===== src/rtl/mux_rr_sel.sv =====
// Registered N:1 channel selector with valid/ready on every input and on the output.
// Channel is chosen by sel (mode 0) or by a rotating-priority round-robin scan (mode 1).
module mux_rr_sel #(
    parameter int W  = 3,
    parameter int N  = 8,
    parameter int SW = $clog2(N)
) (
    input  logic           clk,
    input  logic           rst,
    input  logic [N*W-1:0] in_data,
    input  logic [N-1:0]   in_valid,
    output logic [N-1:0]   in_ready,
    input  logic           mode,
    input  logic [SW-1:0]  sel,
    output logic [W-1:0]   out_data,
    output logic [SW-1:0]  out_chan,
    output logic           out_valid,
    input  logic           out_ready
);

    logic [W-1:0]  out_data_q, out_data_d;
    logic [SW-1:0] out_chan_q, out_chan_d;
    logic          out_valid_q, out_valid_d;
    logic [SW-1:0] ptr_q, ptr_d;

    logic          load_en;
    logic          grant_vld;
    logic [SW-1:0] grant_idx;
    logic [W-1:0]  grant_data;
    logic          xfer;

    assign load_en = !out_valid_q || out_ready;
    assign xfer    = grant_vld && load_en && !rst;

    // Grant decision: fixed select or first valid channel at/after ptr, wrapping.
    always_comb begin
        int idx;
        grant_vld = 1'b0;
        grant_idx = '0;
        idx       = 0;
        if (!mode) begin
            for (int k = 0; k < N; k++) begin
                if (sel == SW'(k) && in_valid[k]) begin
                    grant_vld = 1'b1;
                    grant_idx = SW'(k);
                end
            end
        end else begin
            for (int i = 0; i < N; i++) begin
                idx = int'(ptr_q) + i;
                if (idx >= N) begin
                    idx = idx - N;
                end
                if (!grant_vld && in_valid[idx[SW-1:0]]) begin
                    grant_vld = 1'b1;
                    grant_idx = idx[SW-1:0];
                end
            end
        end
    end

    always_comb begin
        grant_data = '0;
        for (int k = 0; k < N; k++) begin
            if (grant_idx == SW'(k)) begin
                grant_data = in_data[k*W +: W];
            end
        end
    end

    assign in_ready = xfer ? ({{(N-1){1'b0}}, 1'b1} << grant_idx) : '0;

    always_comb begin
        out_data_d  = out_data_q;
        out_chan_d  = out_chan_q;
        out_valid_d = out_valid_q;
        ptr_d       = ptr_q;
        if (xfer) begin
            out_data_d  = grant_data;
            out_chan_d  = grant_idx;
            out_valid_d = 1'b1;
            if (mode) begin
                ptr_d = (grant_idx == SW'(N-1)) ? '0 : grant_idx + SW'(1);
            end
        end else if (out_valid_q && out_ready) begin
            out_valid_d = 1'b0;
        end
    end

    // Output register stage; reset drops any held word without a handshake.
    always_ff @(posedge clk) begin
        if (rst) begin
            out_data_q  <= '0;
            out_chan_q  <= '0;
            out_valid_q <= 1'b0;
            ptr_q       <= '0;
        end else begin
            out_data_q  <= out_data_d;
            out_chan_q  <= out_chan_d;
            out_valid_q <= out_valid_d;
            ptr_q       <= ptr_d;
        end
    end

    assign out_data  = out_data_q;
    assign out_chan  = out_chan_q;
    assign out_valid = out_valid_q;

endmodule

===== config.mk =====
export PLATFORM = sky130hd
export DESIGN_NAME = mux_rr_sel
export DESIGN_NICKNAME = d
export VERILOG_FILES = /design/src/rtl/mux_rr_sel.sv
export SDC_FILE = /design/constraint.sdc
export NUM_CORES = 1
export LEC_CHECK = 0
export CAP_MARGIN = 20
export CORE_ASPECT_RATIO = 0.75
export CORE_MARGIN = 1
export CORE_UTILIZATION = 45
export CTS_CLUSTER_DIAMETER = 200
export DETAILED_ROUTE_END_ITERATION = 7
export PLACE_DENSITY = 0.78
export SETUP_SLACK_MARGIN = 0.5
export SYNTH_ARGS = -nofsm -noshare
export SYNTH_HDL_FRONTEND = slang
export SYNTH_SLANG_ARGS = --single-unit

===== constraint.sdc =====
create_clock -name clk -period 5.1 [get_ports clk]
set_input_delay 1.275 -clock clk [delete_from_list [all_inputs] [get_ports clk]]
set_output_delay 1.275 -clock clk [all_outputs]
set_load 0.03 [all_outputs]

==> results of run 1 <==
[state kept, by name (all words and copies together), names as in the netlist]
name       count
out_data       3
ptr_q          3
out_chan       3
out_valid      1
[final cells by class]
| class | instances | area share |
|---|---|---|
| well taps | 55 | 0.01804 |
| inverters | 20 | 0.02231 |
| clock buffers | 4 | 0.01444 |
| flip-flops and latches | 10 | 0.05249 |
| repair buffers | 143 | 0.3533 |
| multi-input cells | 210 | 0.5394 |
[worst max-delay path: stages]
cell     delay (ns)
buf_12         0.12
mux4_2         0.61
inv_2          0.12
a32oi_2        0.16
buf_4          0.19
nor4b_4        0.29
buf_4          0.21
nand2_1        0.08
o31a_1         0.30
nand2_2        0.19
inv_2          0.07
ha_4           0.16
and2_4         0.14
buf_6          0.13
[cell families (layout without fill, tap and decap cells)]
logic type | after synthesis | after routing
simple gates | 77 | 77
compound gates | 80 | 80
fa+ha+maj | 7 | 7
mux | 42 | 42
buf+inv | 33 | 167
xor+xnor | 4 | 4
flops | 10 | 10
[per-layer routing]
layer,up-vias,track usage,part of all wire
met5,-,0,0
met4,0,0.1709,0.069
met3,144,0.1459,0.16
met2,418,0.6804,0.41
met1,1521,0.5759,0.35
li1,1250,-,-
[power by group through the flow]
stage	sequential [uW]	combinational, uW	clock [uW]
6_report	99.8	774	104
5_1_grt	99.3	780	107
4_1_cts	97.7	626	100
3_5_place_dp	99.2	531	0
3_3_place_gp	98.7	521	0
2_1_floorplan	116	300	0
[worst max path at each step]
stage / from / slack, ns / to
floorplan: in_valid[2] / 0.12 / in_ready[3]
global placement: in_valid[5] / -0.91 / in_ready[7]
detailed placement: in_valid[5] / -0.95 / in_ready[7]
CTS: in_valid[3] / 0.05 / in_ready[7]
global route: in_valid[7] / -0.18 / in_ready[7]
finish: in_valid[7] / -0.22 / in_ready[7]
[stage by stage]
stage	hold WS [ns]	setup TNS [ns]
floorplan	0.5980	0
global placement	0.4739	-4.722
detailed placement	0.4827	-5.051
CTS	0.4943	0
global route	0.5298	-1.123
finish	0.5361	-1.357
[cell usage in the layout (no fill, tap or decap), drive strengths merged, types with 2 or more instances in the layout]
master and instances:
or3 2, clkbuf 4, nand4 4, mux2 6
nand3 8, mux4 12, clkdlybuf4s50 37, nor2 21
nor3 4, mux2i 24, buf 106, nand2b 4
dfxtp 10, a211o 2, o21ai 9, a22oi 7
a32oi 2, a2111oi 2, a31o 4, a31oi 2
o22ai 2, inv 20, and2 2, a211oi 3
o21bai 4, nand2 26, a21oi 17, o31ai 2
o31a 7, xor2 3, ha 7, o21a 2
o211ai 6
[what timing repair did]
| action | CTS | global route |
|---|---|---|
| setup endpoints to repair | 11 | 8 |
| pin swaps | 19 | 12 |
| buffers inserted | 19 | 7 |
| hold buffers | 0 | 0 |
| gates resized for setup | 113 | 34 |
==> reports/metrics.yaml, run 1 <==
run_status:
  status: "finished, violations left"
  violations: "setup timing"
global_route:
  grt_antenna_before_repair: 0
  grt_max_degree: 21
  grt_usage: 0.4407
  grt-ovfl-total: 0
  grt_pass1_wl_um: 15700
  first_global_vias: 2970
logic_synthesis:
  synth_area_leaders: "mux4_2 (13%), mux2i_1 (11%), dfxtp_1 (9.7%)"
  syn_area_mm2: 0.002073
  synth_top_area_frac: 0.1304
  yosysSeqAreaShare: 0.09656
  yosysWarnings: 0
  synth_top_family_by_area: "compound AO/OA/AOI/OAI gates"
  ys_dominant_reg_cell: "dfxtp_1"
  synthCells: 253
  ys_ff_latch: 10
  synth-simple-area-share: 0.1780
  async_flop_share: 0
  synth_compound_area_frac: 0.3060
  avgSynthCellArea_um2: 8.195
  ys_top_cells_by_count: "nand2_1 (26), mux2i_1 (22), nor2_1 (21), inv_1 (20), a21oi_1 (17)"
  ys_types: 62
  yosysMostFrequentCell: "nand2_1"
  synth_xor_area_frac: 0.02052
  synth_fa_ha_area_frac: 0.04225
  synth-edff-count: 0
  synth_mux_area_frac: 0.2842
  synth_nets: 299
  synth_area_leader_cell: "mux4_2"
detailed_routing:
  vias_per_cell: 7.541
  drcViolationCount: 0
  drt_wl_total_um: 12800
  drtIter0Drc: 592
  dr.pass1.iters: 8
  ant_nets: 0
  num_vias: 3333
  wl_per_cell_um: 28.95
clock_tree:
  worstSkewPairLatency_ns: 0.25
  htree_levels: 1
  clockRootBuffer: "clkbuf_8"
  cts_buffers: 3
  clock-sinks: 10
  path_clk_slew_ns: 0.06
  cts_buffer_depth: 2
  cts_tree: "yes"
placement:
  portBuffers: 53
  place_inst: 412
  place_congestion: 1.025
  place_ws_ns: -0.9482
  placed_cell_area_mm2: 0.003164
  dp.final_hpwl_um: 5971
setup_path:
  rrSetupSlack_ns: 0.44
  crit_fanout: 7
  reg2reg_depth: 18
  r2r_end: "out_data[0]$_SDFFE_PP0P_"
  endpoint_kind: "output pin"
  required_ns: 3.83
  crit_arrival_ns: 4.05
  regToRegStartpoint: "ptr_q[0]$_SDFFE_PP0P_"
  crit_type: "input port to output pin"
  startpoint_type: "input port"
pwr:
  seqPwrFrac: 0.102
  peakVddDrop_uv: 274.1
  cellPowerDensity_mw_per_mm2: 256.3
  power_switching_uw: 470.1
  netSwitchingFraction: 0.4809
  total_power_uw: 977.5
  clkPwrFrac: 0.107
  leakagePower_uw: 0.001511
  p_int_uw: 507.4
  power_frac_comb: 0.791
finish:
  multi_input_area_mm2: 0.002057
  regArea_um2: 200.2
  fin_util: 0.9018
  n_antenna_cell: 0
  fin_nets: 434
  stdcell_area_mm2: 0.003814
  fin_cells: 442
  nFillCells: 146
  syn2layout_area_growth_pct: 83.95
  drive_above_1_share: 0.4910
floorplan:
  io_pins: 54
  dieArea_mm2: 0.004885
  start_util: 0.4902
  row_count: 20
  die_w_um: 80.38
  core_mm2: 0.004229
  die_h_um: 60.78
hold_path:
  min-delay-start: "out_chan[2]$_SDFFE_PP0P_"
  hold_path_class: "flop to flop"
  whs_path_depth: 2
  whs_endpoint: "out_chan[2]$_SDFFE_PP0P_"
timing:
  rsz0062_at_grt: "yes"
  finalClockSkew_ns: 0.01537
  max_clock_freq_ghz: 0.1878
  setup_violations: 8
  relSlewSlack: 0.6014
  tightest_slew_ns: 0.5971
  slew_viol_final: 0
  hold_violations: 0
  fin_ws_ns: -0.2235
  fin_crit_ns: 5.323
  fin_crit_sh: 1.044
flow_run:
  maxCapViolCount: 0
Power figures use the tool's default switching activity.
==> inputs of run 2 (changes only) <==
--- a/config.mk
+++ b/config.mk
@@ -16,3 +16,4 @@
 export SYNTH_ARGS = -nofsm -noshare
 export SYNTH_HDL_FRONTEND = slang
 export SYNTH_SLANG_ARGS = --single-unit
+export TNS_END_PERCENT = 10
==> run 2 against run 1 <==
Die area unchanged. Core utilization down 9.7 points. Clock power down 4%. Routed wire length down 31%. Clock skew down 0.012 ns. Fmax up 2.2%. Combinational power down 19%. Critical path depth up 1. Global-route usage down 11 points. Sequential cell count unchanged. The run still ends with setup timing left. Final area down 11%.
==> reports/metrics.yaml, run 2 (synthesized netlist as in run 1, its figures left out) <==
clock_tree:
  cts_buffers: 3  # unchanged
  worstSkewPairLatency_ns: 0.24  # was 0.25 ns
  cts_buffer_depth: 2  # unchanged
  clock-sinks: 10  # unchanged
  path_clk_slew_ns: 0.05  # was 0.06 ns
  hold_buffers: 0  # unchanged
  cts_tree: "yes"  # unchanged
  htree_levels: 1  # unchanged
  clockRootBuffer: "clkbuf_8"  # unchanged
detailed_routing:
  dr.pass1.iters: 5  # was 8
  drtIter0Drc: 449  # was 592
  drt_wl_total_um: 8880  # was 12800 um
  wl_per_cell_um: 20.99  # was 28.95 um
  drcViolationCount: 0  # unchanged
  ant_nets: 0  # unchanged
  num_vias: 2834  # was 3333
  vias_per_cell: 6.700  # was 7.541
timing:
  fin_crit_sh: 1.021  # was 1.044
  hold_violations: 0  # unchanged
  max_clock_freq_ghz: 0.1920  # was 0.1878 GHz
  fin_hold_ws_ns: 0.4790  # was 0.5361 ns
  fin_crit_ns: 5.207  # was 5.323 ns
  slew_viol_final: 0  # unchanged
  finalClockSkew_ns: 0.003580  # was 0.01537 ns
  tightest_slew_ns: 0.5048  # was 0.5971 ns
  fin_ws_ns: -0.1070  # was -0.2235 ns
  relSlewSlack: 0.6610  # was 0.6014
  rsz0062_at_grt: "yes"  # unchanged
  setup_tns_ns: -0.4009  # was -1.357 ns
  setup_violations: 8  # unchanged
setup_path:
  required_ns: 3.83  # about the same
  crit_fanout: 7  # unchanged
  crit_type: "input port to output pin"  # unchanged
  startpoint_type: "input port"  # unchanged
  endpoint_kind: "output pin"  # unchanged
  crit_arrival_ns: 3.93  # was 4.05 ns
global_route:
  grt_antenna_before_repair: 0  # unchanged
  first_global_vias: 2445  # was 2970
  grt-ovfl-total: 0  # unchanged
  grt_max_degree: 21  # unchanged
  grt_usage: 0.3274  # was 0.4407
  grt_pass1_wl_um: 11990  # was 15700 um
finish:
  fin_nets: 415  # was 434
  nFillCells: 245  # was 146
  stdcell_area_mm2: 0.003405  # was 0.003814 mm2
  drive_above_1_share: 0.4348  # was 0.4910
  final_cell_mix: "buf_4 (69), clkdlybuf4s50_1 (37), nand2_1 (24)"  # was buf_4 (70), clkdlybuf4s50_1 (37), buf_6 (29)
  layout_commonest_cell: "buf_4"  # unchanged
  n_antenna_cell: 0  # unchanged
  syn2layout_area_growth_pct: 64.21  # was 83.95%
placement:
  placed_cell_area_mm2: 0.003172  # was 0.003164 mm2
  dp.final_hpwl_um: 5742  # was 5971 um
  place_ws_ns: -0.9501  # was -0.9482 ns
  portBuffers: 53  # unchanged
  place_congestion: 0.9192  # was 1.025
run_status:
  violations: "setup timing"  # unchanged
  status: "finished, violations left"  # unchanged
floorplan:
  io_pins: 54  # unchanged
  die_h_um: 60.78  # unchanged
  core_mm2: 0.004229  # unchanged
  start_util: 0.4902  # unchanged
  row_count: 20  # unchanged
  die_w_um: 80.38  # unchanged
  dieArea_mm2: 0.004885  # unchanged
pwr:
  leakagePower_uw: 0.001346  # was 0.001511 uW
  total_power_uw: 824.7  # was 977.5 uW
  peakVddDrop_uv: 196.8  # was 274.1 uV
  cellPowerDensity_mw_per_mm2: 242.2  # was 256.3 mW/mm2
hold_path:
  hold_path_class: "flop to flop"  # unchanged
flow_run:
  maxCapViolCount: 0  # unchanged
-- run 2: power by group --
| group | internal [uW] | switching (uW) | leakage (uW) | total [uW] |
|---|---|---|---|---|
| Combinational | 289 | 339 | 0.00124 | 628 |
| Sequential | 89.8 | 6.99 | 0.0000820 | 96.8 |
| Clock | 67.9 | 32.0 | 0.0000288 | 99.9 |
-- run 2: what timing repair did --
item | in CTS | in global routing
buffers inserted | 5 | 0
pin swaps | 11 | 7
resized for setup | 76 | 13
endpoints found under the hold margin | 0 | 0
setup endpoints to repair | 11 | 10
gates cloned | 0 | 0
-- run 2: routing by layer --
metal,routed length (um),vias to the layer above,global-route usage
li1,-,1209,-
met1,3552,1322,0.4730
met2,3927,241,0.4927
met3,963,62,0.07368
met4,437,0,0.08673
met5,0,-,0
-- run 2: area by class of cell --
type                       count  area (um2)  area share
sequential                    10       200.2     0.05880
inverter                      20       82.58     0.02426
multi-input combinational    210        1926      0.5656
clock buffer                   4       55.05     0.01617
tap                           55       68.82     0.02021
timing repair buffer         124        1072      0.3150
-- run 2: final timing paths --
check	start	end	slack (ns)	depth (start not counted)
worst max-delay path	in_valid[7]	in_ready[3]	-0.11	15
worst min-delay path	out_chan[2]$_SDFFE_PP0P_	out_chan[2]$_SDFFE_PP0P_	0.48	2
worst min register to register	out_chan[2]$_SDFFE_PP0P_	out_chan[2]$_SDFFE_PP0P_	0.48	2
worst max register to register	ptr_q[1]$_SDFFE_PP0P_	out_data[2]$_SDFFE_PP0P_	0.79	19
-- run 2: critical path: stages --
cell and delay (ns):
buf_6 0.11, buf_4 0.14, mux4_2 0.49, buf_4 0.16, mux2i_2 0.24, nor4b_2 0.24
buf_4 0.18, a32oi_1 0.16, o41ai_4 0.11, inv_2 0.10, ha_4 0.19, buf_6 0.11
ha_4 0.15, and2_4 0.13, buf_6 0.13
-- run 2: per-stage QoR --
| stage | util | instances |
|---|---|---|
| detailed placement | 0.7500 | 414 |
| finish | 0.8050 | 423 |
| floorplan | - | 253 |
| CTS | 0.7953 | 423 |
| global route | 0.8050 | 423 |
| global placement | 0.7500 | 414 |
==> inputs of run 3 (changes only) <==
--- a/config.mk
+++ b/config.mk
@@ -11,6 +11,7 @@
 export CORE_UTILIZATION = 45
 export CTS_CLUSTER_DIAMETER = 200
 export DETAILED_ROUTE_END_ITERATION = 7
+export GPL_ROUTABILITY_DRIVEN = 0
 export PLACE_DENSITY = 0.78
 export SETUP_SLACK_MARGIN = 0.5
 export SYNTH_ARGS = -nofsm -noshare
==> run 3 against run 2 <==
The flow still finishes with violations (setup timing). Via count decreased by 3.2%. Sequential cell count unchanged. Highest routed layer unchanged. Sequential power increased by 1%. First-iteration DRC count decreased by 20%. Final cell count increased by 0.47%. Fmax increased by 1.8%.
==> reports/metrics.yaml, run 3 (synthesized netlist as in run 1, its figures left out) <==
run_status:
  status: "finished, violations left"  # unchanged
  violations: "setup timing"  # unchanged
pwr:
  seqPwrFrac: 0.120  # was 0.117
  leakagePower_uw: 0.001387  # was 0.001346 uW
  netSwitchingFraction: 0.4560  # was 0.4582
  power_frac_comb: 0.784  # was 0.762
  power_switching_uw: 373.9  # was 377.9 uW
  cellPowerDensity_mw_per_mm2: 231.7  # was 242.2 mW/mm2
  clkPwrFrac: 0.096  # was 0.121
  p_int_uw: 446.0  # was 446.8 uW
  peakVddDrop_uv: 217.9  # was 196.8 uV
detailed_routing:
  drcViolationCount: 0  # unchanged
  wl_per_cell_um: 19.94  # was 20.99 um
  vias_per_cell: 6.456  # was 6.700
  ant_nets: 0  # unchanged
  dr.pass1.iters: 5  # unchanged
  drt_wl_total_um: 8473  # was 8880 um
  num_vias: 2744  # was 2834
  drtIter0Drc: 358  # was 449
finish:
  nFillCells: 236  # was 245
  drive_above_1_share: 0.4514  # was 0.4348
  multi_input_area_mm2: 0.001982  # was 0.001926 mm2
  layout_commonest_cell: "buf_4"  # unchanged
  fin_nets: 418  # was 415
  syn2layout_area_growth_pct: 70.67  # was 64.21%
  n_antenna_cell: 0  # unchanged
  final_cell_mix: "buf_4 (62), clkdlybuf4s50_1 (37), buf_6 (26)"  # was buf_4 (69), clkdlybuf4s50_1 (37), nand2_1 (24)
  regArea_um2: 200.2  # unchanged
clock_tree:
  worstSkewPairLatency_ns: 0.23  # was 0.24 ns
  cts_tree: "yes"  # unchanged
  clock-sinks: 10  # unchanged
  htree_levels: 1  # unchanged
  cts_buffers: 3  # unchanged
  path_clk_slew_ns: 0.04  # was 0.05 ns
  clockRootBuffer: "clkbuf_8"  # unchanged
  cts_buffer_depth: 2  # unchanged
timing:
  max_clock_freq_ghz: 0.1956  # was 0.1920 GHz
  relSlewSlack: 0.5979  # was 0.6610
  tightest_slew_ns: 0.6023  # was 0.5048 ns
  setup_violations: 2  # was 8
  slew_viol_final: 0  # unchanged
  fin_crit_sh: 1.003  # was 1.021
  fin_hold_ws_ns: 0.5016  # was 0.4790 ns
  rsz0062_at_grt: "yes"  # unchanged
  fin_ws_ns: -0.01323  # was -0.1070 ns
  finalClockSkew_ns: 0.002689  # was 0.003580 ns
  fin_crit_ns: 5.113  # was 5.207 ns
  hold_violations: 0  # unchanged
setup_path:
  endpoint_kind: "output pin"  # unchanged
  crit_type: "input port to output pin"  # unchanged
  crit_fanout: 6  # was 7
  crit_arrival_ns: 3.84  # was 3.93 ns
  required_ns: 3.83  # about the same
  startpoint_type: "input port"  # unchanged
  regToRegStartpoint: "ptr_q[1]$_SDFFE_PP0P_"  # unchanged
  startpoint: "in_valid[0]"  # was in_valid[7]
floorplan:
  start_util: 0.4902  # unchanged
  die_w_um: 80.38  # unchanged
  row_count: 20  # unchanged
  die_h_um: 60.78  # unchanged
  dieArea_mm2: 0.004885  # unchanged
  io_pins: 54  # unchanged
  core_mm2: 0.004229  # unchanged
placement:
  dp.final_hpwl_um: 6127  # was 5742 um
  portBuffers: 53  # unchanged
  place_ws_ns: -0.9889  # was -0.9501 ns
global_route:
  grt_antenna_before_repair: 0  # unchanged
  first_global_vias: 2478  # was 2445
  grt_max_degree: 21  # unchanged
  grt-ovfl-total: 0  # unchanged
  grt_usage: 0.3308  # was 0.3274
  grt_pass1_wl_um: 12080  # was 11990 um
hold_path:
  hold_path_class: "flop to flop"  # unchanged
  min-delay-start: "out_chan[0]$_SDFFE_PP0P_"  # was out_chan[2]$_SDFFE_PP0P_
flow_run:
  maxCapViolCount: 0  # unchanged
-- run 3: changes by cell type in the layout (fill, tap and decap cells not counted), sizes merged --
cell	delta
buf	+4
clkbuf	-2
-- run 3: path summary, 6_finish.rpt --
kind                                            endpoint  slack, ns  cells after the start
worst max-delay path                         in_ready[7]      -0.01                     13
worst min-delay path            out_chan[0]$_SDFFE_PP0P_       0.50                      2
worst min register to register  out_chan[0]$_SDFFE_PP0P_       0.50                      2
worst max register to register  out_data[0]$_SDFFE_PP0P_       0.91                     17
-- run 3: timing repair --
| item | in CTS | in global routing |
|---|---|---|
| endpoints found under the setup margin | 11 | 8 |
| buffers inserted | 6 | 1 |
| hold buffers | 0 | 0 |
| endpoints found under the hold margin | 0 | 0 |
| gates resized for setup | 83 | 38 |
| pin swaps | 5 | 12 |
-- run 3: critical path: stages --
cell      delay, ns
buf_6          0.10
mux2i_1        0.12
mux4_2         0.54
buf_6          0.15
o32ai_4        0.26
a211oi_2       0.07
o21a_2         0.23
o41ai_4        0.38
inv_2          0.10
ha_4           0.19
ha_4           0.16
and2_4         0.13
buf_6          0.13
-- run 3: per-layer routing --
| layer | GRT usage | part of all wire | vias to the layer above |
|---|---|---|---|
| met4 | 0.08929 | 0.029 | 0 |
| met5 | 0 | 0 | - |
| met1 | 0.4655 | 0.40 | 1309 |
| met2 | 0.5048 | 0.46 | 185 |
| li1 | - | - | 1212 |
| met3 | 0.08421 | 0.11 | 38 |
-- run 3: per-stage QoR --
stage	area, um2	TNS (ns)	util	total power (uW)	cells
after detailed placement	3182	-5.602	0.7524	638.6	415
final	3538	-0.02483	0.8367	819.8	425
after global routing	3538	-0.3094	0.8367	859.1	425
after global placement	3182	-4.792	0.7524	621.4	415
after CTS	3352	0	0.7926	747.8	424
after floorplan	2173	0	-	414.5	253
-- run 3: cell type report --
| cell class | instances | area share |
|---|---|---|
| Tap cell | 55 | 0.01945 |
| Inverter | 20 | 0.02334 |
| Timing Repair Buffer | 127 | 0.3289 |
| Sequential cell | 10 | 0.05658 |
| Multi-Input combinational cell | 210 | 0.5601 |
| Clock buffer | 3 | 0.01167 |
-- run 3: power groups by stage --
stage	Combinational, uW	Clock, uW	Sequential, uW
CTS	570	80.3	97.8
finish	643	78.9	98.1
detailed placement	540	0	99.1
global route	676	84.2	99.0
floorplan	299	0	116
global placement	522	0	98.9
